[src/rtl/alu_pkg.sv]
// alu_pkg: shared decode constants, FSM states and flag bit positions for alu_muldiv
package alu_pkg;
   localparam logic [5:0] OP_RTYPE = 6'b000000;
   localparam logic [5:0] F_MFHI   = 6'b010000;
   localparam logic [5:0] F_MTHI   = 6'b010001;
   localparam logic [5:0] F_MFLO   = 6'b010010;
   localparam logic [5:0] F_MTLO   = 6'b010011;
   localparam logic [5:0] F_MULT   = 6'b011000;
   localparam logic [5:0] F_MULTU  = 6'b011001;
   localparam logic [5:0] F_DIV    = 6'b011010;
   localparam logic [5:0] F_DIVU   = 6'b011011;
   localparam int FLAG_Z  = 2;
   localparam int FLAG_N  = 1;
   localparam int FLAG_DZ = 0;
   typedef enum logic [1:0] {S_IDLE, S_MUL, S_DIV, S_FIX} state_t;
endpackage

[src/rtl/muldiv_iter.sv]
// muldiv_iter: one-bit-per-cycle shift-add multiplier / restoring divider on unsigned magnitudes
module muldiv_iter
   import alu_pkg::*;
#(
   parameter int WIDTH = 32
) (
   input  logic             clk,
   input  logic             reset,
   input  logic             load,
   input  logic             step,
   input  logic             div_mode,
   input  logic [WIDTH-1:0] a,
   input  logic [WIDTH-1:0] b,
   output logic [WIDTH-1:0] r,
   output logic [WIDTH-1:0] q
);
   logic [WIDTH-1:0] d, diff;
   logic [WIDTH:0] sum, sh;
   logic ge;
   // add-or-skip for multiply, trial subtract of the shifted remainder for divide
   always_comb begin
      sum  = {1'b0, r} + (q[0] ? {1'b0, d} : '0);
      sh   = {r, q[WIDTH-1]};
      ge   = sh >= {1'b0, d};
      diff = sh[WIDTH-1:0] - d;
   end
   // r:q is the partial product (mul) or remainder:quotient shifting dividend (div)
   always_ff @(posedge clk or posedge reset)
      if (reset) begin
         r <= '0;
         q <= '0;
         d <= '0;
      end else if (load) begin
         r <= '0;
         q <= a;
         d <= b;
      end else if (step) begin
         if (div_mode) begin
            r <= ge ? diff : sh[WIDTH-1:0];
            q <= {q[WIDTH-2:0], ge};
         end else
            {r, q} <= {sum, q[WIDTH-1:1]};
      end
endmodule

[src/rtl/alu_muldiv.sv]
// alu_muldiv: MIPS HI/LO multiply/divide unit with mfhi/mflo/mthi/mtlo
module alu_muldiv
   import alu_pkg::*;
#(
   parameter int WIDTH = 32
) (
   input  logic             clk,
   input  logic             reset,
   input  logic [31:0]      instruction,
   input  logic [WIDTH-1:0] regA,
   input  logic [WIDTH-1:0] regB,
   input  logic             start,
   output logic             busy,
   output logic             done,
   output logic [WIDTH-1:0] result,
   output logic [WIDTH-1:0] hi,
   output logic [WIDTH-1:0] lo,
   output logic [2:0]       flags
);
   localparam int CW = $clog2(WIDTH);
   state_t st, nxt;
   logic [CW-1:0] cnt;
   logic [5:0] funct;
   logic rtype, is_mul, is_div, sgn, a_neg, b_neg, load, step, idle_go;
   logic neg_q, neg_r, div_op, unused_bits;
   logic [WIDTH-1:0] a_mag, b_mag, it_r, it_q, fix_hi, fix_lo;
   logic [2*WIDTH-1:0] prod;
   logic [2:0] fix_flags;

   assign funct       = instruction[5:0];
   assign rtype       = instruction[31:26] == OP_RTYPE;
   assign unused_bits = ^instruction[25:6];
   assign is_mul      = rtype && (funct == F_MULT || funct == F_MULTU);
   assign is_div      = rtype && (funct == F_DIV || funct == F_DIVU);
   assign sgn         = funct == F_MULT || funct == F_DIV;
   assign a_neg       = sgn && regA[WIDTH-1];
   assign b_neg       = sgn && regB[WIDTH-1];
   assign a_mag       = a_neg ? -regA : regA;
   assign b_mag       = b_neg ? -regB : regB;
   assign idle_go     = st == S_IDLE && start;
   assign step        = st == S_MUL || st == S_DIV;
   assign busy        = st != S_IDLE;
   assign result      = rtype && funct == F_MFHI ? hi : rtype && funct == F_MFLO ? lo : '0;

   muldiv_iter #(.WIDTH(WIDTH)) u_iter (
      .clk(clk), .reset(reset), .load(load), .step(step), .div_mode(div_op),
      .a(a_mag), .b(b_mag), .r(it_r), .q(it_q)
   );

   // state register
   always_ff @(posedge clk or posedge reset)
      if (reset) st <= S_IDLE;
      else st <= nxt;

   // next state; a zero divisor never leaves IDLE
   always_comb begin
      nxt  = st;
      load = 1'b0;
      case (st)
         S_IDLE: if (start && (is_mul || (is_div && regB != '0))) begin
            load = 1'b1;
            nxt  = is_mul ? S_MUL : S_DIV;
         end
         S_MUL, S_DIV: if (cnt == CW'(WIDTH-1)) nxt = S_FIX;
         default: nxt = S_IDLE;
      endcase
   end

   // sign fix-up of the magnitude result and the flags it produces
   always_comb begin
      prod      = neg_q ? -{it_r, it_q} : {it_r, it_q};
      fix_hi    = div_op ? (neg_r ? -it_r : it_r) : prod[2*WIDTH-1:WIDTH];
      fix_lo    = div_op ? (neg_q ? -it_q : it_q) : prod[WIDTH-1:0];
      fix_flags = '0;
      fix_flags[FLAG_Z] = {fix_hi, fix_lo} == '0;
      fix_flags[FLAG_N] = div_op ? fix_lo[WIDTH-1] : fix_hi[WIDTH-1];
   end

   // HI/LO, flags, done pulse, iteration count and latched operation attributes
   always_ff @(posedge clk or posedge reset)
      if (reset) begin
         hi     <= '0;
         lo     <= '0;
         flags  <= '0;
         done   <= 1'b0;
         cnt    <= '0;
         neg_q  <= 1'b0;
         neg_r  <= 1'b0;
         div_op <= 1'b0;
      end else begin
         done <= 1'b0;
         cnt  <= load ? '0 : step ? cnt + CW'(1) : cnt;
         if (load) begin
            neg_q  <= a_neg ^ b_neg;
            neg_r  <= a_neg;
            div_op <= is_div;
         end
         if (idle_go && rtype && funct == F_MTHI) hi <= regA;
         if (idle_go && rtype && funct == F_MTLO) lo <= regA;
         if (idle_go && is_div && regB == '0) begin
            done  <= 1'b1;
            flags <= 3'b001 << FLAG_DZ;
         end
         if (st == S_FIX) begin
            hi    <= fix_hi;
            lo    <= fix_lo;
            flags <= fix_flags;
            done  <= 1'b1;
         end
      end
endmodule

[config.mk]
export PLATFORM = sky130hd
export DESIGN_NAME = alu_muldiv
export DESIGN_NICKNAME = d
export VERILOG_FILES = /design/src/rtl/alu_pkg.sv /design/src/rtl/muldiv_iter.sv /design/src/rtl/alu_muldiv.sv
export SDC_FILE = /design/constraint.sdc
export NUM_CORES = 1
export LEC_CHECK = 0
export BUFFER_PORTS_ARGS = -buffer_cell sky130_fd_sc_hd__buf_2
export CORE_AREA = 2 2 191 240
export CTS_CLUSTER_DIAMETER = 100
export DETAILED_ROUTE_END_ITERATION = 8
export DIE_AREA = 0 0 193 242
export GPL_TIMING_DRIVEN = 1
export HOLD_SLACK_MARGIN = 0.15
export PLACE_DENSITY = 0.55
export SYNTH_ARGS = -nofsm -noshare
export SYNTH_HDL_FRONTEND = slang
export SYNTH_SLANG_ARGS = --single-unit
export TNS_END_PERCENT = 100
[constraint.sdc]
create_clock -name clk -period 7.7 [get_ports clk]
set_input_delay 1.155 -clock clk [delete_from_list [all_inputs] [get_ports clk]]
set_output_delay 1.155 -clock clk [all_outputs]
set_load 0.005 [all_outputs]
==> results of run 1 <==
final cells by class:
class                      instances  area [um2]
fill                            4723       27230
multi-input combinational       1597       10340
sequential                       174        4355
timing repair buffer             205        1091
tap                              578       723.2
clock buffer                      17       425.4
inverter                          79       301.5
clock inverter                    15       158.9
worst max-delay path: cells and delay by family (launching register included):
kind / cells / cell delay, ns
flip-flops: 1 / 0.50
AO/OA/AOI/OAI: 3 / 1.21
XOR/XNOR: 1 / 0.45
AND/OR/NAND/NOR: 6 / 3.04
cells in the final DEF (no fill, tap or decap), drive strengths merged, types with 42 or more instances in the layout:
cell	Yosys	final
xnor2	99	99
o21ai	203	203
ha	72	72
a21oi	158	158
nand2	205	205
mux2i	104	104
buf	19	205
o211ai	42	42
inv	79	84
xor2	79	79
nor2	170	170
dfrtp	174	174
nor3	46	46
sequential cells by signal (all words and copies together), names as in the netlist:
signal    flops
done          1
st            2
div_op        1
lo           32
u_iter.d     32
u_iter.r     32
u_iter.q     32
cnt           5
flags         3
neg_r         1
neg_q         1
hi           32
cell families after synthesis:
logic type / synth area share
compound gates: 0.2359
xor+xnor: 0.1010
fa+ha+maj: 0.06095
buf+inv: 0.05058
flops: 0.2821
mux: 0.07984
simple gates: 0.1897
how the worst min path moves through the flow:
| stage | slack [ns] | end | from | cells past startpoint |
|---|---|---|---|---|
| 2_1_floorplan | 0.45 | u_iter.d[10] | u_iter.d[10] | 2 |
| 3_3_place_gp | 0.46 | u_iter.d[14] | u_iter.d[14] | 2 |
| 3_5_place_dp | 0.47 | u_iter.d[25] | u_iter.d[25] | 2 |
| 4_1_cts | 0.49 | u_iter.d[13] | u_iter.d[13] | 2 |
| 5_1_grt | 0.51 | u_iter.d[13] | u_iter.d[13] | 2 |
| 6_report | 0.48 | u_iter.d[13] | u_iter.d[13] | 2 |
routing by layer:
layer,vias up,global-route usage
li1,7299,-
met1,7243,0.2875
met2,456,0.4072
met3,91,0.02666
met4,0,0.09492
met5,-,0
power by group:
group	internal, mW	switching (mW)
logic	1.38	2.01
clock network	0.458	0.444
registers	1.24	0.534
total	3.08	2.98
per-stage QoR:
stage / instance area [um2] / instances / setup WS [ns] / util
finish: 17400 / 2665 / 2.421 / 0.3898
floorplan: 15440 / 1976 / 1.828 / -
global route: 17400 / 2665 / 2.156 / 0.3898
detailed placement: 16810 / 2633 / 2.370 / 0.3767
global placement: 16810 / 2633 / 2.417 / 0.3767
CTS: 17400 / 2665 / 2.488 / 0.3898
==> key figures, run 1 <==
Timing
  – Total negative slack: 0 ns
  – Maximum clock frequency: 0.1894 GHz
  – Final setup fails: 0
  – Slew @ Worst Pin: 1.167 ns
  – Final hold slack: 0.4766 ns
  – Slew headroom: 0.2149
  – Slew Limit Fails: 0
  – Clock skew: 0.02176 ns
  – Fin crit share: 0.6855
  – Final Hold Fails: 0
  – RSZ-0062 raised after global routing: false
  – Min Tclk post-route: 5.279 ns

Global route
  – Largest net degree at the start of global routing: 86
  – Gr usage total: 0.2328
  – Initial antenna violation count: 0
  – Overflow after GRT: 0
  – Number of global-route vias before repair: 14860
  – First-pass GRT wire length: 85.01 mm

Logic synthesis
  – Number of synthesis warnings: 0
  – Most common cell in the netlist: nand2_1
  – Post-synthesis average cell area: 7.812 um2
  – Sequential fraction of the synthesis area: 0.2821
  – Synth Net Count: 2149
  – Share of the synthesized area in the top cell type: 0.2821
  – Largest cells by area after synthesis: dfrtp_1 (28%), mux2i_1 (6.7%), o21ai_0 (6.5%), ha_1 (5.8%), xnor2_1 (5.6%)
  – Synth area leader: dfrtp_1
  – EDFF count, synth: 0
  – Asr flop ratio synth: 1.000
  – Main flop type after synthesis: dfrtp_1
  – Syn Std Cell Area: 0.01544 mm2
  – Syn Inst Count: 1976
  – Post-synth cell types: 69
  – Synth cell count leaders: nand2_1 (205), o21ai_0 (199), dfrtp_1 (174), nor2_1 (170), a21oi_1 (158)
  – Synth Register Bits: 174

Clock network
  – Worst-path clk slew: 0.08 ns
  – Clock sinks: 174
  – Post_cts resized: 0
  – Max H-tree Level: 4
  – Num CTS Buffers: 17
  – CTS tree: built
  – Clk_lat worst skew: 0.47 ns
  – Clock Root Buffer: clkbuf_16
  – Post-CTS Setup Bufs: 0
  – CTS hold repair buffers: 0
  – Max clock buf depth: 2

Cells and area
  – Post-layout nets: 2247
  – Synth-to-Final Area Change: 12.69%
  – Ratio of cells with drive above 1 in the final layout: 0.1332
  – Ant diodes: 0

Place
  – GP Congestion: 0.9806
  – # port buffers: 179
  – Detailed placement HPWL: 40.98 mm

Worst hold path
  – Worst Hold Class: flop to flop

Critical path
  – Slowest cell on crit path: nor4_1
  – CP Capture Type: flop
  – Worst r2r src: u_iter.q[2]
  – Crit Path Category: flop to flop
  – Crit path DAT: 5.66 ns
  – FF-to-FF path depth: 10
  – R2R setup slack: 2.42 ns
  – Worst Path Required: 8.08 ns
  – CP peak stage delay: 0.87 ns
  – Worst-path cell chain: nor4_1 -> nand4b_1 -> or4_1 -> o21ai_1 -> nand3_1 -> o41ai_1 -> xor2_1 -> nand4_1 -> or4_1 -> o21ai_1
  – CP endpoint: flags[2]
  – Startpoint types: flop
  – Crit. Startpoint: u_iter.q[2]
  – CP max FO: 11
  – Worst R2R End: flags[2]

Route
  – WL met2: 27.24 mm
  – Uppermost layer routed: met4
  – Drt wl/cell: 20.39 um
  – Antenna Nets Post-Route: 0
  – DR vias: 15090
  – Remaining DRCs: 0
  – Post-DR vias/cell: 5.662
  – Drt pass-1 iters: 5
  – Total wire length: 54.34 mm
  – Detailed Route Iter0 Violations: 1010
  – WL met3: 2.144 mm
  – Routed length on met1: 22.91 mm

Floorplan
  – Row cnt: 87
  – Core area: 0.04463 mm2
  – Die Ht: 242 um
  – Initial Utilization: 0.3459
  – Chip width: 193 um
  – Total die area: 0.04671 mm2
  – Ports: 200

Power and ir drop
  – Pwr Total: 6.060 mW
  – Leakage power total: 7.220 nW
  – Pwr dens: 348.4 mW/mm2
  – VDD IR max: 205.2 uV

Run
  – Maxcap violations: 0

Run status
  – Outcome: completed
(Power assumes the default switching activity.)
==> run 2: changes to the inputs <==
--- a/config.mk
+++ b/config.mk
@@ -5,14 +5,15 @@
 export SDC_FILE = /design/constraint.sdc
 export NUM_CORES = 1
 export LEC_CHECK = 0
+export ABC_AREA = 1
 export BUFFER_PORTS_ARGS = -buffer_cell sky130_fd_sc_hd__buf_2
-export CORE_AREA = 2 2 191 240
+export CORE_AREA = 2 2 201 252
 export CTS_CLUSTER_DIAMETER = 100
 export DETAILED_ROUTE_END_ITERATION = 8
-export DIE_AREA = 0 0 193 242
+export DIE_AREA = 0 0 203 254
 export GPL_TIMING_DRIVEN = 1
 export HOLD_SLACK_MARGIN = 0.15
-export PLACE_DENSITY = 0.55
+export PLACE_DENSITY = 0.54
 export SYNTH_ARGS = -nofsm -noshare
 export SYNTH_HDL_FRONTEND = slang
 export SYNTH_SLANG_ARGS = --single-unit
==> constraint.sdc (replaced) <==
create_clock -name clk -period 5 [get_ports clk]
set_input_delay 0.75 -clock clk [delete_from_list [all_inputs] [get_ports clk]]
set_output_delay 0.75 -clock clk [all_outputs]
set_load 0.005 [all_outputs]
==> run 2 against run 1 <==
Global-route usage is 6.4 points higher. Largest cell class unchanged. Sequential power is 48% higher. Utilization is 0.053 points higher. Area after synthesis is 10% higher. Hold slack worse by 0.24 ns. Highest routed layer is now met5. Critical endpoint is now u_iter.r[21]. Clock skew is 0.0039 ns lower.
==> key figures, run 2 <==
Logic synthesis
  – Largest cells by area after synthesis: dfrtp_1 (26%), nand2_1 (19%), nor2_1 (6.9%), inv_1 (6.9%), o21ai_0 (6.1%) (was dfrtp_1 (28%), mux2i_1 (6.7%), o21ai_0 (6.5%), ha_1 (5.8%), xnor2_1 (5.6%))
  – Synth Net Count: 2958 (was 2149)
  – Asr flop ratio synth: 1.000 (unchanged)
  – Share of the synthesized area in the top cell type: 0.2555 (was 0.2821)
  – Synth Register Bits: 174 (unchanged)
  – Post-synth cell types: 55 (was 69)
  – Most common cell in the netlist: nand2_1 (unchanged)
  – EDFF count, synth: 0 (unchanged)
  – Syn Inst Count: 2785 (was 1976)
  – Number of synthesis warnings: 0 (unchanged)
  – Sequential fraction of the synthesis area: 0.2555 (was 0.2821)
  – Post-synthesis average cell area: 6.120 um2 (was 7.812 um2)
  – Main flop type after synthesis: dfrtp_1 (unchanged)
  – Synth area leader: dfrtp_1 (unchanged)
  – Synth cell count leaders: nand2_1 (864), nor2_1 (313), inv_1 (312), o21ai_0 (208), nand3_1 (201) (was nand2_1 (205), o21ai_0 (199), dfrtp_1 (174), nor2_1 (170), a21oi_1 (158))
  – Syn Std Cell Area: 0.01705 mm2 (was 0.01544 mm2)

Global route
  – Gr usage total: 0.2972 (was 0.2328)
  – Overflow after GRT: 0 (unchanged)
  – Largest net degree at the start of global routing: 105 (was 86)
  – Number of global-route vias before repair: 18970 (was 14860)
  – First-pass GRT wire length: 114.0 mm (was 85.01 mm)
  – Initial antenna violation count: 1 (was 0)

Cells and area
  – Storage cell area: 0.004355 mm2 (unchanged)
  – Commonest non-fill, non-tap cells in the layout: nand2_1 (864), nor2_1 (311), inv_1 (310), o21ai_0 (208), nand3_1 (201) (was nand2_1 (205), o21ai_0 (199), buf_2 (179), dfrtp_1 (173), nor2_1 (170))
  – Multi-input logic area: 0.01102 mm2 (was 0.01034 mm2)
  – Ratio of cells with drive above 1 in the final layout: 0.1032 (was 0.1332)
  – Fill count: 5458 (was 4723)
  – Post-layout nets: 3085 (was 2247)
  – Synth-to-Final Area Change: 12.37% (was 12.69%)
  – Commonest non-fill, non-tap cell in the layout: nand2_1 (unchanged)
  – Fin cells: 3577 (was 2665)

Timing
  – Slew headroom: 0.2089 (was 0.2149)
  – Maximum clock frequency: 0.2710 GHz (was 0.1894 GHz)
  – Clock skew: 0.01790 ns (was 0.02176 ns)
  – Min Tclk post-route: 3.690 ns (was 5.279 ns)
  – Final setup fails: 0 (unchanged)
  – Fin crit share: 0.7381 (was 0.6855)
  – RSZ-0062 raised after global routing: false (unchanged)
  – Slew Limit Fails: 0 (unchanged)
  – Slew @ Worst Pin: 1.185 ns (was 1.167 ns)
  – Final Hold Fails: 0 (unchanged)
  – Total negative slack: 0 ns (unchanged)
  – Final hold slack: 0.2329 ns (was 0.4766 ns)

Clock network
  – Clock sinks: 174 (unchanged)
  – Worst-path clk slew: 0.09 ns (was 0.08 ns)
  – Clock Root Buffer: clkbuf_16 (unchanged)
  – Post_cts resized: 0 (unchanged)
  – CTS tree: built (unchanged)
  – CTS hold repair buffers: 0 (unchanged)
  – Max H-tree Level: 4 (unchanged)
  – Clk_lat worst skew: 0.52 ns (was 0.47 ns)
  – Post-CTS Setup Bufs: 0 (unchanged)
  – Max clock buf depth: 2 (unchanged)
  – Num CTS Buffers: 17 (unchanged)

Place
  – # port buffers: 179 (unchanged)
  – Detailed placement HPWL: 62.08 mm (was 40.98 mm)
  – GP Congestion: 1.028 (was 0.9806)
  – Placed insts: 3544 (was 2633)

Run status
  – Outcome: completed (unchanged)

Power and ir drop
  – Combinational Power Share: 0.611 (was 0.558)
  – Internal: 4.647 mW (was 3.077 mW)
  – Sw power: 5.867 mW (was 2.983 mW)
  – Leakage power total: 9.805 nW (was 7.220 nW)
  – Switching share of total power: 0.5580 (was 0.4922)
  – VDD IR max: 257.5 uV (was 205.2 uV)
  – Seq pwr share: 0.251 (was 0.293)
  – Pwr dens: 549.0 mW/mm2 (was 348.4 mW/mm2)
  – Pwr Total: 10.51 mW (was 6.060 mW)
  – Clock share of power: 0.137 (was 0.149)

Critical path
  – Worst R2R End: u_iter.r[21] (was flags[2])
  – R2R setup slack: 1.31 ns (was 2.42 ns)
  – Crit Path Category: flop to flop (unchanged)
  – Crit path depth: 15 (was 10)
  – Critical path's top delay family: compound AO/OA/AOI/OAI gates (was simple AND/OR/NAND/NOR gates)
  – Worst-path cell chain: buf_4 -> nand2_1 -> inv_1 -> ha_1 -> inv_1 -> o21ai_1 -> a21oi_1 -> o21ai_1 -> a21oi_1 -> nor2_1 -> nand2_1 -> nand3_1 -> nand3_1 -> nand3_1 -> nand2_1 (was nor4_1 -> nand4b_1 -> or4_1 -> o21ai_1 -> nand3_1 -> o41ai_1 -> xor2_1 -> nand4_1 -> or4_1 -> o21ai_1)
  – Startpoint types: flop (unchanged)
  – WP buf/inv: 3 (was 0)
  – CP peak stage delay: 0.57 ns (was 0.87 ns)
  – Slowest cell on crit path: dfrtp_1 (was nor4_1)
  – FF-to-FF path depth: 15 (was 10)
  – CP max FO: 33 (was 11)
  – Worst Path Required: 5.41 ns (was 8.08 ns)
  – CP Capture Type: flop (unchanged)
  – Worst r2r src: u_iter.q[0] (was u_iter.q[2])
  – Crit path DAT: 4.10 ns (was 5.66 ns)

Worst hold path
  – Worst Hold Class: input port to asynchronous set/reset pin (was flop to flop)

Route
  – Total wire length: 75.79 mm (was 54.34 mm)
  – Drt wl/cell: 21.19 um (was 20.39 um)
  – Detailed Route Iter0 Violations: 1390 (was 1010)
  – DR vias: 19280 (was 15090)
  – Drt pass-1 iters: 6 (was 5)
  – Remaining DRCs: 0 (unchanged)
  – Antenna Nets Post-Route: 0 (unchanged)
  – Post-DR vias/cell: 5.389 (was 5.662)

Floorplan
  – Initial Utilization: 0.3473 (was 0.3459)
  – Chip width: 203 um (was 193 um)
  – Core area: 0.04907 mm2 (was 0.04463 mm2)
  – Total die area: 0.05156 mm2 (was 0.04671 mm2)
  – Row cnt: 91 (was 87)
  – Ports: 200 (unchanged)
  – Die Ht: 254 um (was 242 um)

Run
  – Maxcap violations: 0 (unchanged)
-- run 2: changes by cell type after synthesis, moves of 85 or more --
cell | previous run | this run
inv_1 | 79 | 312
nand2_1 | 205 | 864
nand3_1 | 30 | 201
mux2i_1 | 104 | 0
xnor2_1 | 99 | 14
nor2_1 | 170 | 313
-- run 2: power by group through the flow --
stage	sequential, mW	clock (mW)	combinational [mW]
after floorplan	2.38	0	4.23
after global placement	2.64	0	6.31
after detailed placement	2.65	0	6.35
after CTS	2.63	1.47	6.38
after global routing	2.71	1.52	7.10
final	2.64	1.45	6.43
-- run 2: how the worst max path moves through the flow --
stage                             from            to  slack (ns)
after floorplan                  reset        cnt[0]        2.03
after global placement         regB[0]  u_iter.q[29]        1.28
after detailed placement       regB[1]  u_iter.q[29]        1.26
after CTS                  u_iter.q[0]  u_iter.r[21]        1.36
after global routing      u_iter.q[31]  u_iter.r[12]        1.11
final                      u_iter.q[0]  u_iter.r[21]        1.31
-- run 2: through the flow --
stage	setup WS (ns)	utilization	cell area [um2]
floorplan	2.025	-	17050
global placement	1.275	0.3781	18550
detailed placement	1.265	0.3781	18550
CTS	1.363	0.3903	19150
global route	1.111	0.3903	19150
finish	1.310	0.3903	19150
-- run 2: worst register-to-register path: stages (launching register included) --
cell and delay [ns]:
dfrtp_1 0.57, buf_4 0.48, nand2_1 0.14, inv_1 0.08, ha_1 0.19, inv_1 0.05, o21ai_1 0.28, a21oi_1 0.16
o21ai_1 0.55, a21oi_1 0.20, nor2_1 0.38, nand2_1 0.15, nand3_1 0.10, nand3_1 0.08, nand3_1 0.10, nand2_1 0.06
-- run 2: cell type report --
cell class,instances,area share
diodes,1,0.0001307
clock buffers,18,0.02241
clock inverters,14,0.008819
inverters,328,0.06448
multi-input cells,2185,0.5756
flip-flops and latches,174,0.2274
well taps,651,0.04253
repair buffers,206,0.05866
-- run 2: logic make-up (layout without fill, tap and decap cells) --
logic type | after synthesis | in the layout | synth area share
buffers and inverters | 426 | 566 | 0.09822
other | 0 | 1 | 0
flip-flops | 174 | 174 | 0.2555
XOR/XNOR | 90 | 90 | 0.04625
AND/OR/NAND/NOR | 1494 | 1494 | 0.3650
AO/OA/AOI/OAI | 527 | 527 | 0.1799
adder cells (fa/ha/maj) | 74 | 74 | 0.05520
-- run 2: layer usage --
metal  wire length [um]  GRT usage
met5                 10          0
met4               5481     0.1925
met3               3864    0.04527
met2              37910     0.5404
met1              28520     0.3203
